--- config.mk ---
export PLATFORM = sky130hd
export DESIGN_NAME = vga_framebuffer_scanout
export DESIGN_NICKNAME = d
export VERILOG_FILES = /design/src/rtl/vga_timing_pkg.sv /design/src/rtl/vga_framebuffer_scanout_timing.sv /design/src/rtl/vga_framebuffer_scanout.sv
export SDC_FILE = /design/constraint.sdc
export NUM_CORES = 1
export LEC_CHECK = 0
export CORE_MARGIN = 5
export CORE_UTILIZATION = 25
export CTS_CLUSTER_SIZE = 40
export DETAILED_ROUTE_END_ITERATION = 8
export GPL_TIMING_DRIVEN = 0
export MAX_ROUTING_LAYER = met4
export SETUP_SLACK_MARGIN = 0.2
export SLEW_MARGIN = 10
export SYNTH_ARGS = -nofsm -noshare
export SYNTH_HDL_FRONTEND = slang
export SYNTH_HIERARCHICAL = 1
export SYNTH_SLANG_ARGS = --single-unit
--- constraint.sdc ---
create_clock -name vga_clock -period 1.9 [get_ports vga_clock]
set_input_delay 0.38 -clock vga_clock [delete_from_list [all_inputs] [get_ports vga_clock]]
set_output_delay 0.38 -clock vga_clock [all_outputs]
set_load 0.01 [all_outputs]
--- src/rtl/vga_timing_pkg.sv ---
// 640x480@60 timing constants, framebuffer geometry and the RRRGGGBB pixel expansion
// shared by the scan-out path and the framebuffer writer.
package vga_timing_pkg;

    localparam int VGA_H_ACTIVE = 640;
    localparam int VGA_H_FP     = 16;
    localparam int VGA_H_SYNC   = 96;
    localparam int VGA_H_BP     = 48;
    localparam int VGA_V_ACTIVE = 480;
    localparam int VGA_V_FP     = 10;
    localparam int VGA_V_SYNC   = 2;
    localparam int VGA_V_BP     = 33;

    localparam int H_TOTAL   = VGA_H_ACTIVE + VGA_H_FP + VGA_H_SYNC + VGA_H_BP;
    localparam int V_TOTAL   = VGA_V_ACTIVE + VGA_V_FP + VGA_V_SYNC + VGA_V_BP;
    localparam int FB_PIXELS = VGA_H_ACTIVE * VGA_V_ACTIVE;

    localparam int FB_ADDR_W = 19;
    localparam int CNT_W     = 10;

    typedef struct packed {
        logic [7:0] r;
        logic [7:0] g;
        logic [7:0] b;
    } rgb888_t;

    // Replicate the short fields so full-scale codes map to 8'hFF and zero stays zero.
    function automatic rgb888_t rgb332_expand(input logic [7:0] d);
        rgb888_t c;
        c.r = {d[7:5], d[7:5], d[7:6]};
        c.g = {d[4:2], d[4:2], d[4:3]};
        c.b = {d[1:0], d[1:0], d[1:0], d[1:0]};
        return c;
    endfunction

endpackage

--- src/rtl/vga_framebuffer_scanout_timing.sv ---
// Raster counters, undelayed sync/blank strobes and the incremental linear read address.
module vga_timing_generator
    import vga_timing_pkg::*;
#(
    parameter int H_ACTIVE = VGA_H_ACTIVE,
    parameter int H_FP     = VGA_H_FP,
    parameter int H_SYNC   = VGA_H_SYNC,
    parameter int H_BP     = VGA_H_BP,
    parameter int V_ACTIVE = VGA_V_ACTIVE,
    parameter int V_FP     = VGA_V_FP,
    parameter int V_SYNC   = VGA_V_SYNC,
    parameter int V_BP     = VGA_V_BP
) (
    input  logic                 vga_clock,
    input  logic                 reset_n,
    output logic                 de_raw,
    output logic                 hs_raw,
    output logic                 vs_raw,
    output logic                 first_raw,
    output logic [FB_ADDR_W-1:0] read_address
);

    localparam int GEN_H_TOTAL = H_ACTIVE + H_FP + H_SYNC + H_BP;
    localparam int GEN_V_TOTAL = V_ACTIVE + V_FP + V_SYNC + V_BP;

    localparam logic [CNT_W-1:0] H_ACT_END = CNT_W'(H_ACTIVE);
    localparam logic [CNT_W-1:0] HS_START  = CNT_W'(H_ACTIVE + H_FP);
    localparam logic [CNT_W-1:0] HS_STOP   = CNT_W'(H_ACTIVE + H_FP + H_SYNC);
    localparam logic [CNT_W-1:0] H_LAST    = CNT_W'(GEN_H_TOTAL - 1);
    localparam logic [CNT_W-1:0] V_ACT_END = CNT_W'(V_ACTIVE);
    localparam logic [CNT_W-1:0] VS_START  = CNT_W'(V_ACTIVE + V_FP);
    localparam logic [CNT_W-1:0] VS_STOP   = CNT_W'(V_ACTIVE + V_FP + V_SYNC);
    localparam logic [CNT_W-1:0] V_LAST    = CNT_W'(GEN_V_TOTAL - 1);

    logic [CNT_W-1:0] h_count;
    logic [CNT_W-1:0] v_count;
    logic             line_end;
    logic             frame_end;

    assign line_end  = (h_count == H_LAST);
    assign frame_end = line_end && (v_count == V_LAST);

    assign de_raw    = (h_count < H_ACT_END) && (v_count < V_ACT_END);
    assign hs_raw    = !((h_count >= HS_START) && (h_count < HS_STOP));
    assign vs_raw    = !((v_count >= VS_START) && (v_count < VS_STOP));
    assign first_raw = (h_count == '0) && (v_count == '0);

    // The address only moves on visible pixels, so it tops out at the pixel count
    // after the last visible pixel and rewinds just before (0,0).
    always_ff @(posedge vga_clock) begin
        if (!reset_n) begin
            h_count      <= '0;
            v_count      <= '0;
            read_address <= '0;
        end else begin
            if (line_end) begin
                h_count <= '0;
                v_count <= (v_count == V_LAST) ? '0 : v_count + CNT_W'(1);
            end else begin
                h_count <= h_count + CNT_W'(1);
            end

            if (frame_end) begin
                read_address <= '0;
            end else if (de_raw) begin
                read_address <= read_address + FB_ADDR_W'(1);
            end
        end
    end

endmodule

--- src/rtl/vga_framebuffer_scanout.sv ---
// Framebuffer read side: issues pixel addresses, realigns sync/blank with the returned
// bytes and drives registered 24-bit RGB plus HS/VS/DE to the transmitter.
module vga_framebuffer_scanout
    import vga_timing_pkg::*;
#(
    parameter int H_ACTIVE     = VGA_H_ACTIVE,
    parameter int H_FP         = VGA_H_FP,
    parameter int H_SYNC       = VGA_H_SYNC,
    parameter int H_BP         = VGA_H_BP,
    parameter int V_ACTIVE     = VGA_V_ACTIVE,
    parameter int V_FP         = VGA_V_FP,
    parameter int V_SYNC       = VGA_V_SYNC,
    parameter int V_BP         = VGA_V_BP,
    parameter int READ_LATENCY = 1
) (
    input  logic                 vga_clock,
    input  logic                 reset_n,
    output logic                 read_clock,
    output logic [FB_ADDR_W-1:0] read_address,
    input  logic [7:0]           read_data,
    output logic [7:0]           vga_r,
    output logic [7:0]           vga_g,
    output logic [7:0]           vga_b,
    output logic                 vga_hs,
    output logic                 vga_vs,
    output logic                 vga_de,
    output logic                 frame_start
);

    logic de_raw;
    logic hs_raw;
    logic vs_raw;
    logic first_raw;

    assign read_clock = vga_clock;

    vga_timing_generator #(
        .H_ACTIVE (H_ACTIVE),
        .H_FP     (H_FP),
        .H_SYNC   (H_SYNC),
        .H_BP     (H_BP),
        .V_ACTIVE (V_ACTIVE),
        .V_FP     (V_FP),
        .V_SYNC   (V_SYNC),
        .V_BP     (V_BP)
    ) u_timing (
        .vga_clock    (vga_clock),
        .reset_n      (reset_n),
        .de_raw       (de_raw),
        .hs_raw       (hs_raw),
        .vs_raw       (vs_raw),
        .first_raw    (first_raw),
        .read_address (read_address)
    );

    // Stage p0: control delayed by the RAM latency so its last tap lines up with read_data
    logic [READ_LATENCY-1:0] vld_p0;
    logic [READ_LATENCY-1:0] hs_p0;
    logic [READ_LATENCY-1:0] vs_p0;
    logic [READ_LATENCY-1:0] first_p0;
    rgb888_t                 pix_p0;

    always_ff @(posedge vga_clock) begin
        if (!reset_n) begin
            vld_p0   <= '0;
            hs_p0    <= '1;
            vs_p0    <= '1;
            first_p0 <= '0;
        end else begin
            vld_p0[0]   <= de_raw;
            hs_p0[0]    <= hs_raw;
            vs_p0[0]    <= vs_raw;
            first_p0[0] <= first_raw;
            for (int i = 1; i < READ_LATENCY; i++) begin
                vld_p0[i]   <= vld_p0[i-1];
                hs_p0[i]    <= hs_p0[i-1];
                vs_p0[i]    <= vs_p0[i-1];
                first_p0[i] <= first_p0[i-1];
            end
        end
    end

    always_comb begin
        pix_p0 = '0;
        if (vld_p0[READ_LATENCY-1]) begin
            pix_p0 = rgb332_expand(read_data);
        end
    end

    // Stage p1: output registers; blanking forces black so stale RAM data never leaks
    always_ff @(posedge vga_clock) begin
        if (!reset_n) begin
            vga_de      <= 1'b0;
            vga_hs      <= 1'b1;
            vga_vs      <= 1'b1;
            frame_start <= 1'b0;
            vga_r       <= '0;
            vga_g       <= '0;
            vga_b       <= '0;
        end else begin
            vga_de                <= vld_p0[READ_LATENCY-1];
            vga_hs                <= hs_p0[READ_LATENCY-1];
            vga_vs                <= vs_p0[READ_LATENCY-1];
            frame_start           <= first_p0[READ_LATENCY-1];
            {vga_r, vga_g, vga_b} <= pix_p0;
        end
    end

endmodule

==> flow_summary.yaml <==
finish:
  finalInstanceArea_um2: 4090
  drive_gt1_frac: 0.396
  num_antenna_cells: 0
  synthToLayoutAreaGrowth_pct: 59.2
  fin_nets: 395
  postLayoutCoreUtil: 0.402
  multiInputGateArea_um2: 1500
  regArea_um2: 1160
  num-fill-cells: 1002
floorplanning:
  io_pins: 58
  rows: 37
  die_w_um: 111
  start_util: 0.252
  die_area_um2: 12400
  core_um2: 10200
  die_h_um: 111
setup_path:
  criticalPathCategory: "reg2reg"
  cp.arrival_ns: 2.36
  worstPathMaxFanout: 4
  slowest_stage: "or4b_4"
  required_ns: 2.26
  crit_path_frequent_cell: "buf_6"
  crit_buf_inv: 3
  startpoint_type: "flop"
  cp-end-kind: "flop"
  cp_cell_sequence: "buf_6 > and4_1 > buf_6 > or4b_4 > buf_6 > or4b_4 > a21oi_2"
  slowest_delay_ns: 0.50
  crit_family: "simple AND/OR/NAND/NOR gates"
synth:
  yosys-top-cells-count: "dfxtp_1 (55), nor2_1 (25), buf_4 (18), xnor2_1 (17)"
  synth_edf_count: 0
  yosys_warnings: 6
  yosysTopAreaCell: "dfxtp_1"
  ys_ff_latch: 55
  synth.most_common_cell: "dfxtp_1"
  synth_top_area_share: 0.429
  synth.area.top_cells: "dfxtp_1 (43%), xnor2_1 (5.8%), buf_4 (5.3%), nor2_1 (3.7%), and3_1 (3.4%)"
  synth_area_um2: 2570
  netlist-cell-type-count: 43
  synth-seq-area-share: 0.429
  synth_nets: 299
  synth-main-ff-cell: "dfxtp_1"
  syn_avg_cell_area_um2: 9.04
  syn_inst: 284
  async_flop_share: 0
route:
  drc: 0
  first_pass_iters: 4
  wl_per_cell_um: 12.9
  wl_um: 6650
  drtIter0Drc: 107
  antenna_left: 0
  vias: 2397
  via_per_inst: 4.64
pwr:
  power_frac_seq: 0.485
  vdd_drop_max_v: 0.000687
  power_density_nw_per_um2: 602
  p_int_mw: 1.89
  total_leakage_power_nw: 1.75
  switchingPower_mw: 0.568
  swShare: 0.231
  power_frac_comb: 0.085
  power.total_mw: 2.46
  clkPwrFrac: 0.430
global_route:
  overflow: 0
  antenna_found_initial: 0
  grt_pass1_wl_um: 10500
  track_usage: 0.104
  grt_max_degree: 17
  grt_pass1_vias: 2284
placement:
  numPortBuffers: 57
  gp_congestion: 0.793
  post_dp_cell_area_um2: 3360
  dp_slack_ns: -0.200
  dpl.hpwl_um: 4220
sta:
  finalMaxSlewViolations: 0
  fin_crit_ns: 2.00
  final_hold_viol_count: 0
  rsz0062_at_grt: "true"
  setup_slack_ns: -0.104
  maxSlewHeadroom: 0.612
  timing.final.setup_violations: 6
  fin_setup_tns_ns: -0.400
  tightest_slew_ns: 0.580
  fin_crit_sh: 1.05
  fin_skew_ns: 0.00876
  max_freq_mhz: 499
clock_tree:
  cts_tree: "done"
  postCtsHoldBufs: 0
  insertion_delay_ns: 0.42
  path_clk_slew_ns: 0.10
hold_path:
  hp-class: "reg2reg"
run:
  max_cap_violations: 0
run_status:
  outcome: "complete, but fails checks"
  violations: "negative setup slack"
layout make-up:
cell class	count	area share
multi-input combinational	192	0.366
sequential	55	0.285
tap	136	0.0416
buffer	28	0.0633
clock inverter	1	0.00153
inverter	9	0.00826
clock buffer	11	0.0379
timing repair buffer	85	0.197
state kept, by name, summed over array words and instances (netlist names):
| name | flops |
|---|---|
| hs_p0 | 1 |
| vga_r | 3 |
| frame_start | 1 |
| vga_b | 2 |
| u_timing/read_address | 19 |
| first_p0 | 1 |
| vga_hs | 1 |
| vs_p0 | 1 |
| vga_vs | 1 |
| u_timing/h_count | 10 |
| vga_g | 3 |
| vld_p0 | 1 |
| u_timing/v_count | 10 |
| vga_de | 1 |
per-layer routing:
metal | vias up | global-route usage | wire length, µm
met4 | 0 | 0.0462 | 108
li1 | 1183 | - | -
met2 | 71 | 0.170 | 3290
met1 | 1130 | 0.118 | 2900
met3 | 13 | 0.0299 | 352
met5 | - | - | 0
repair_timing:
item	in CTS	in global routing
setup buffers	18	8
pin swaps	15	20
gates cloned	1	2
endpoints found under the setup margin	76	47
gates resized for setup	89	76
logic make-up (layout without fill, tap and decap cells):
| family | after synthesis | in the layout | synth area share |
|---|---|---|---|
| XOR/XNOR | 22 | 22 | 0.0750 |
| flip-flops | 55 | 55 | 0.429 |
| AND/OR/NAND/NOR | 133 | 133 | 0.301 |
| multiplexers | 2 | 2 | 0.00779 |
| AO/OA/AOI/OAI | 30 | 30 | 0.0750 |
| buffers and inverters | 37 | 134 | 0.0882 |
| adder cells (fa/ha/maj) | 5 | 5 | 0.0244 |
layout by cell type (no fill, tap or decap), types with 2 or more instances in the layout:
| master | Yosys | routed |
|---|---|---|
| or3_1 | 4 | 3 |
| nand2_1 | 13 | 13 |
| nor2_2 | 0 | 2 |
| xor2_1 | 5 | 5 |
| nor2_4 | 0 | 10 |
| nor3_1 | 5 | 4 |
| or4b_4 | 0 | 2 |
| buf_4 | 18 | 37 |
| or3_4 | 0 | 3 |
| nand3_1 | 14 | 14 |
| clkdlybuf4s50_1 | 0 | 12 |
| nor4b_2 | 0 | 2 |
| dfxtp_1 | 55 | 18 |
| dlygate4sd2_1 | 0 | 36 |
| and4_1 | 2 | 2 |
| and3_1 | 14 | 14 |
| dfxtp_2 | 0 | 30 |
| inv_1 | 9 | 9 |
| buf_6 | 2 | 11 |
| or4_1 | 5 | 4 |
| nor2_1 | 25 | 13 |
| or2b_1 | 4 | 4 |
| dlymetal6s2s_1 | 0 | 8 |
| clkbuf_8 | 0 | 10 |
| nor4_1 | 12 | 8 |
| nand4b_1 | 3 | 3 |
| buf_8 | 0 | 6 |
| a21oi_2 | 0 | 11 |
| o21ai_0 | 6 | 6 |
| o31ai_1 | 5 | 5 |
| nand4_1 | 8 | 8 |
| xnor2_1 | 17 | 17 |
| ha_1 | 5 | 3 |
| nor4_2 | 0 | 3 |
| and2_1 | 8 | 8 |
| nor4b_1 | 4 | 2 |
| dfxtp_4 | 0 | 7 |
metrics by stage:
| step | instances | hold slack [ns] |
|---|---|---|
| floorplan | 284 | 0.385 |
| global placement | 477 | 0.389 |
| detailed placement | 477 | 0.390 |
| CTS | 507 | 0.414 |
| global route | 517 | 0.426 |
| finish | 517 | 0.411 |
power groups by stage:
stage	logic, mW	clock network [mW]	registers (mW)
CTS	0.179	1.04	1.20
floorplan	0.0807	0.0434	1.23
finish	0.210	1.06	1.19
global route	0.228	1.14	1.20
detailed placement	0.182	0.0827	1.23
global placement	0.179	0.0827	1.23
final timing paths:
kind	depth (start not counted)	endpoint	from	slack, ns
setup / recovery	7	u_timing/read_address[17]	u_timing/v_count[5]	-0.10
hold / removal	1	vga_vs	vs_p0	0.41
hold reg to reg	1	vga_vs	vs_p0	0.41
setup reg to reg	7	u_timing/read_address[17]	u_timing/v_count[5]	-0.10
Note: power is estimated with default switching activity, not from simulation.
